**config.mk**
```make
export PLATFORM = sky130hd
export DESIGN_NAME = mem_arbiter
export DESIGN_NICKNAME = d
export VERILOG_FILES = /design/src/rtl/cpu_types_pkg.sv /design/src/rtl/mem_arbiter.sv
export SDC_FILE = /design/constraint.sdc
export NUM_CORES = 1
export LEC_CHECK = 0
export ABC_CLOCK_PERIOD_IN_PS = 1600
export CAP_MARGIN = 20
export CORE_MARGIN = 2
export CORE_UTILIZATION = 37
export DETAILED_ROUTE_END_ITERATION = 12
export MAX_ROUTING_LAYER = met4
export PLACE_DENSITY = 0.76
export SETUP_SLACK_MARGIN = 0.02
export SLEW_MARGIN = 0
export SYNTH_ARGS = -nofsm -noshare
export SYNTH_HDL_FRONTEND = slang
export SYNTH_SLANG_ARGS = --single-unit
```
**constraint.sdc**
```tcl
create_clock -name CLK -period 1.6 [get_ports CLK]
set_input_delay 0.24 -clock CLK [delete_from_list [all_inputs] [get_ports CLK]]
set_output_delay 0.24 -clock CLK [all_outputs]
set_load 0.02 [all_outputs]
```
**src/rtl/cpu_types_pkg.sv**
```systemverilog
// ----------------------------------------------------------------------------
// cpu_types_pkg
// Shared CPU-side types for the memory subsystem.
//   word_t      : 32-bit machine word
//   ramstate_t  : status reported by the single-ported RAM each cycle
//                 (FREE, BUSY, ACCESS, ERROR)
//   arb_state_t : states of the instruction/data memory arbiter
// ----------------------------------------------------------------------------
package cpu_types_pkg;

    typedef logic [31:0] word_t;

    typedef enum logic [1:0] {
        FREE   = 2'd0,
        BUSY   = 2'd1,
        ACCESS = 2'd2,
        ERROR  = 2'd3
    } ramstate_t;

    typedef enum logic [1:0] {
        IDLE = 2'd0,
        DACC = 2'd1,
        IACC = 2'd2,
        RESP = 2'd3
    } arb_state_t;

endpackage

```
**src/rtl/mem_arbiter.sv**
```systemverilog
// ----------------------------------------------------------------------------
// mem_arbiter
// Shares one single-ported RAM between the instruction and data sides of the
// datapath. Data requests win over instruction requests. Each RAM access is
// run to completion, then a one-cycle ihit/dhit pulse is returned together
// with registered load data. Accesses that stall too long are aborted and
// flagged on the sticky memerr output.
//
// Ports:
//   CLK, nRST              clock (rising edge), async active-low reset
//   imemREN, imemaddr      instruction read request and word address
//   dmemREN, dmemWEN       data read / write request (write wins if both)
//   dmemaddr, dmemstore    data address and write value
//   ihit, dhit             one-cycle completion pulses
//   imemload, dmemload     registered instruction word / data read value
//   memerr                 sticky RAM error or timeout flag
//   ramREN, ramWEN         RAM read / write enables
//   ramaddr, ramstore      RAM address and write data
//   ramload, ramstate      RAM read data and status
// ----------------------------------------------------------------------------
module mem_arbiter
    import cpu_types_pkg::*;
#(
    parameter int TIMEOUT = 64,
    parameter int CNT_W   = $clog2(TIMEOUT + 1)
) (
    input  logic      CLK,
    input  logic      nRST,
    input  logic      imemREN,
    input  word_t     imemaddr,
    input  logic      dmemREN,
    input  logic      dmemWEN,
    input  word_t     dmemaddr,
    input  word_t     dmemstore,
    output logic      ihit,
    output logic      dhit,
    output word_t     imemload,
    output word_t     dmemload,
    output logic      memerr,
    output logic      ramREN,
    output logic      ramWEN,
    output word_t     ramaddr,
    output word_t     ramstore,
    input  word_t     ramload,
    input  ramstate_t ramstate
);

    arb_state_t       state;
    logic             isData;
    logic             isWrite;
    word_t            addrReg;
    word_t            storeReg;
    logic [CNT_W-1:0] waitCnt;
    logic             inAccess;
    logic             lastWait;

    // The RAM only ever sees the latched address/data, so requester changes
    // mid-access cannot disturb a transaction in flight. Strobes are decoded
    // from the state register, which means they fall the moment nRST asserts.
    always_comb begin
        inAccess = (state == DACC) || (state == IACC);
        lastWait = (waitCnt == CNT_W'(TIMEOUT - 1));
        ramREN   = inAccess && !isWrite;
        ramWEN   = inAccess && isWrite;
        ramaddr  = addrReg;
        ramstore = storeReg;
    end

    // Main sequencer. IDLE grants data before instruction; the access states
    // wait for ACCESS, ERROR or the timeout; RESP lasts exactly one cycle and
    // carries the hit pulse. Requests are deliberately ignored in RESP so the
    // requester has the hit edge to withdraw before IDLE samples again.
    // The wait counter holds the number of cycles already spent in the
    // access state, so an abort happens after TIMEOUT strobe cycles.
    always_ff @(posedge CLK or negedge nRST) begin
        if (!nRST) begin
            state    <= IDLE;
            isData   <= 1'b0;
            isWrite  <= 1'b0;
            addrReg  <= '0;
            storeReg <= '0;
            waitCnt  <= '0;
            imemload <= '0;
            dmemload <= '0;
            memerr   <= 1'b0;
            ihit     <= 1'b0;
            dhit     <= 1'b0;
        end else begin
            ihit <= 1'b0;
            dhit <= 1'b0;
            case (state)
                IDLE: begin
                    if (dmemREN || dmemWEN) begin
                        isData   <= 1'b1;
                        isWrite  <= dmemWEN;
                        addrReg  <= dmemaddr;
                        storeReg <= dmemstore;
                        waitCnt  <= '0;
                        state    <= DACC;
                    end else if (imemREN) begin
                        isData   <= 1'b0;
                        isWrite  <= 1'b0;
                        addrReg  <= imemaddr;
                        waitCnt  <= '0;
                        state    <= IACC;
                    end
                end
                DACC, IACC: begin
                    if (ramstate == ACCESS) begin
                        if (!isData) begin
                            imemload <= ramload;
                        end else if (!isWrite) begin
                            dmemload <= ramload;
                        end
                        ihit  <= !isData;
                        dhit  <= isData;
                        state <= RESP;
                    end else if ((ramstate == ERROR) || lastWait) begin
                        memerr <= 1'b1;
                        ihit   <= !isData;
                        dhit   <= isData;
                        state  <= RESP;
                    end else begin
                        waitCnt <= waitCnt + CNT_W'(1);
                    end
                end
                RESP: begin
                    state <= IDLE;
                end
                default: begin
                    state <= IDLE;
                end
            endcase
        end
    end

endmodule

```
== After elaboration in Yosys (flattened, before gate mapping) ==
Index checks and enable logic that the tools add are counted.
Operators by class
  $add $sub $neg: 1
  $mul: 0
  div/mod/pow operators: 0
  magnitude comparators: 0
  equality and inequality tests: 10
  shift-type cells: 0
  multiplexer cells: 21
  bitwise gates (word level): 3
  reductions and logical operators: 18
Operators with widths (count)
  $mux 32: 2
  $mux 7: 4
  $pmux 7 s2: 1
  $mux 1: 9
  $eq 2x2->1 const B: 4
  $mux 2: 4
  $reduce_and 4->1: 2
  $add 7x1->7 const B: 1
  $eq 7x6->1 const B: 1
  $ne 3x3->1 const B: 2
  $pmux 2 s3: 1
  $reduce_and 2->1: 3
  $reduce_and 3->1: 2
  $ne 2x2->1 const B: 2
  $reduce_bool 2->1: 2
  $logic_or 1x1->1: 3
  $not 1->1: 3
  $eq 2x1->1 const B: 1
  $logic_and 1x1->1: 2
  $logic_not 1->1: 2
  $logic_not 2->1: 1
  $reduce_or 2->1: 1
Storage, ports and cells
  flip-flop bits (word level): 142
  bits in latches: 0
  RAM bits: 0
  ROM bits: 0
  input bits: 135
  output and inout port bits: 133
  logic and storage cells: 64
  memories kept: 0

== Longest topological paths before layout ==
  depth in word-level cells: 5
  mapped depth: 8
  mapped depth without buffers: 6

== Least setup slack after synthesis ==
No wires, ideal clock.
  kind: register -> register
  from: reg state[1]
  to: reg dmemload[27]
  setup time: 128 ps
  arrival time: 1818 ps
  data required time: 1472 ps
  slack: -345 ps
  stages on the path, launching flop included: 7
  path buffers: 1
  period minus slack after synthesis: 1945 ps
  cells stage by stage: dfrtp_1 -> inv_1 -> ha_1 -> nor2b_1 -> nand3_1 -> buf_2 -> mux2_1
Between the ends
  word-level cells in the longest chain between the ends: 3
  elaborated cells between the ends (all ways): 4
  classes of those cells: 2 x eq/ne; 2 x reduce/logical
RTL lines
  start: declaration: line mem_arbiter.sv:48  | arb_state_t state;
  start signal: assignment: line mem_arbiter.sv:77  | state <= IDLE;
  start signal: assignment: line mem_arbiter.sv:99  | state <= DACC;
  start signal: assignment: line mem_arbiter.sv:105  | state <= IACC;
  $eq 2x1->1 / $eq 2x2->1 (equally long branches): line mem_arbiter.sv:91  | case (state)
  $reduce_or 2->1 *: line mem_arbiter.sv:91
  $reduce_and 4->1 (no source line) *
  end signal: assignment: line mem_arbiter.sv:113  | dmemload <= ramload;
  end: declaration: line mem_arbiter.sv:38  | output word_t dmemload,
Mark *: on every way between the ends. The rest lies on a longest branch, timed or not.
A chain may end at the register's enable or synchronous reset.

== Worst setup path in the final report ==
  from: reg state[0]
  to: out ramREN
Between the ends
  word-level cells in the longest chain between the ends: 3
  elaborated cells between the ends (all ways): 4
  classes of those cells: 2 x eq/ne; 2 x reduce/logical
RTL lines
  $eq 2x1->1 / $eq 2x2->1 (equally long branches): line mem_arbiter.sv:61  | inAccess = (state == DACC) || (state == IACC);
  $logic_or 1x1->1 *: line mem_arbiter.sv:61
  $logic_and 1x1->1 *: line mem_arbiter.sv:63  | ramREN = inAccess && !isWrite;
  end: declaration: line mem_arbiter.sv:40  | output logic ramREN,
Marked as above.

==> reports/metrics.cfg <==
[drt]
drtIter0Drc=135
vias=4638
ant_nets=0
dr.pass1.iters=4
wl_per_cell_um=17.9
avgViaCountPerCell=4.83
drc=0
routed_wl_um=17100

[timing]
slew_headroom=0.687
setup_slack_ns=-0.113
post-route-period-util=1.07
rsz0062_at_grt=yes
worstMarginPinSlew_ns=0.468
clock_skew_ns=0.00868
hold_violations=0
fmax_ghz=0.584
setup_viol=69
min_period_ns=1.71
final.setup.tns_ns=-3.97
maxSlewViolCount=0

[setup_path]
endpoint_kind=output pin
cp_max_fo=7
startpoint_type=flip-flop
required_ns=1.36
cp.arrival_ns=1.47
worstSetupPathType=reg -> out

[finish]
area_growth_syn_to_layout_pct=68.7
fill_cells=1175
antenna_cells=0
nets=873
utilization=0.643
final_cell_count_no_fill=960
drive_above_1_share=0.254
fin_area_um2=9810

[synth]
synth.most_common_cell=dfrtp_1
synth.avg_cell_area_um2=13.5
synth_top_family_by_area=multiplexers
synth_xor_area_frac=0
muxShareOfSynthArea=0.243
synth_area_leader_cell=dfrtp_1
synthCells=432
synth_area_leaders=dfrtp_1 61%, mux2_2 16%, mux2i_1 5.7%
synth-seq-cells=142
synth.distinct_cells=39
synth.cells.most_frequent=142 x dfrtp_1, 85 x mux2_2, 47 x nand2_1, 34 x o21ai_0, 33 x mux2i_1
yosysSeqAreaShare=0.611
ys.flop_type=dfrtp_1
yosysTopAreaCellShare=0.611
synth.cell_area_um2=5810
async_flop_share=1.00
synth_edf_count=0
synth_adder_area_share=0.00431
synthSimpleGateAreaFrac=0.0631
synth_fp_nets=569
synth_compound_area_frac=0.0517
ys.warnings.count=0

[global_routing]
grt_pass1_wl_um=25600
grtUsageTotal=0.205
grt_pass1_vias=4866
grt_max_degree=56
antenna_found_initial=0
overflow=0

[clock_network]
numClockSinks=142
clk_path_buf_depth=2
clk_pin_slew_ns=0.06
clkLatencyLatePin_ns=0.42
htree_levels=4
root_buffer=clkbuf_16
cts_made_buffers=17
cts_tree=yes

[placed_design]
dp_slack_ns=-0.332
dp.cells=913
port_buffers=267
finalWeightedCongestion=0.795
dpl.hpwl_um=11800
place_area_um2=8930

[power_and_ir_drop]
leakage_nw=4.68
peakVddDrop_v=0.000932
powerDensity_nw_per_um2=2030

[die]
die_h_um=129
dieArea_um2=16700
core_um2=15300
num_io_pins=268
num_rows=45
start_util=0.381
die_x_um=129

[run_status]
violations=negative setup slack
outcome=finished, violations left

[flow_run]
max-cap-violations=0

[min_path]
hold_path.class=in -> async

-- layout by cell type (no fill, tap or decap), drive strengths merged, types with 6 or more instances in the layout --
master         count
buf               43
clkbuf            21
clkdlybuf4s50    133
clkinv             6
dfrtp            142
dlygate4sd2      131
mux2              96
mux2i             33
nand2             48
nand3              8
o21ai             37
-- cells by family after synthesis --
logic type | count (synthesis)
flip-flops | 142
multiplexers | 129
AND/OR/NAND/NOR | 79
AO/OA/AOI/OAI | 52
buffers and inverters | 28
adder cells (fa/ha/maj) | 2
-- state kept, by name, indices dropped and copies added, names as in the netlist --
signal / count
waitCnt: 7
state: 2
ramstore: 32
isData: 1
ramaddr: 32
ihit: 1
dhit: 1
dmemload: 32
isWrite: 1
memerr: 1
imemload: 32
-- power breakdown --
group          total (mW)  switching, mW  internal, mW
combinational        9.60           5.02          4.58
clock                4.06           1.52          2.54
sequential           6.25          0.921          5.33
-- worst paths after layout --
kind | from | end | slack, ns | cells after the start
max in group asynchronous | nRST | imemload[19] | 0.75 | 3
worst min-delay path | nRST | dmemload[2] | 0.21 | 2
worst min register to register | ramaddr[9] | ramaddr[9] | 0.48 | 2
worst max register to register | state[0] | waitCnt[0] | -0.09 | 7
min in group CLK | dmemstore[10] | ramstore[10] | 0.42 | 2
worst max-delay path | state[0] | ramREN | -0.11 | 4
-- layer usage --
metal | wire (um) | part of all wire | vias up | GRT usage
met2 | 8780 | 0.51 | 204 | 0.347
met4 | 214 | 0.012 | 0 | 0.0588
li1 | - | - | 2137 | -
met3 | 1280 | 0.075 | 18 | 0.0611
met5 | 0 | 0 | - | -
met1 | 6860 | 0.40 | 2279 | 0.237
-- final cells by class --
type | count | area, um^2 | area share
sequential | 142 | 3550 | 0.362
multi-input combinational | 262 | 2340 | 0.238
clock inverter | 13 | 163 | 0.0166
inverter | 3 | 11.3 | 0.00115
tap | 211 | 264 | 0.0269
timing repair buffer | 310 | 3020 | 0.308
clock buffer | 19 | 453 | 0.0462
-- timing repair --
action	CTS	global route
buffers inserted	8	1
cloned	2	3
hold endpoints to repair	142	0
hold buffers	1	0
pin swaps	5	3
resized for setup	185	13
endpoints found under the setup margin	203	75
-- metrics by stage --
| step | hold WS [ns] | total power [mW] |
|---|---|---|
| 3_3_place_gp | 0.0590 | 15.8 |
| 6_report | 0.206 | 19.9 |
| 4_1_cts | 0.186 | 19.8 |
| 2_1_floorplan | -0.0556 | 11.2 |
| 3_5_place_dp | 0.0609 | 16.1 |
| 5_1_grt | 0.189 | 21.0 |
-- worst max-delay path, cell delays in order, from the launching register on --
cell and delay (ns):
dfrtp_1 0.36, inv_2 0.06, ha_4 0.30, nor2b_4 0.20
buf_6 0.14
Note: power is estimated with default switching activity, not from simulation.
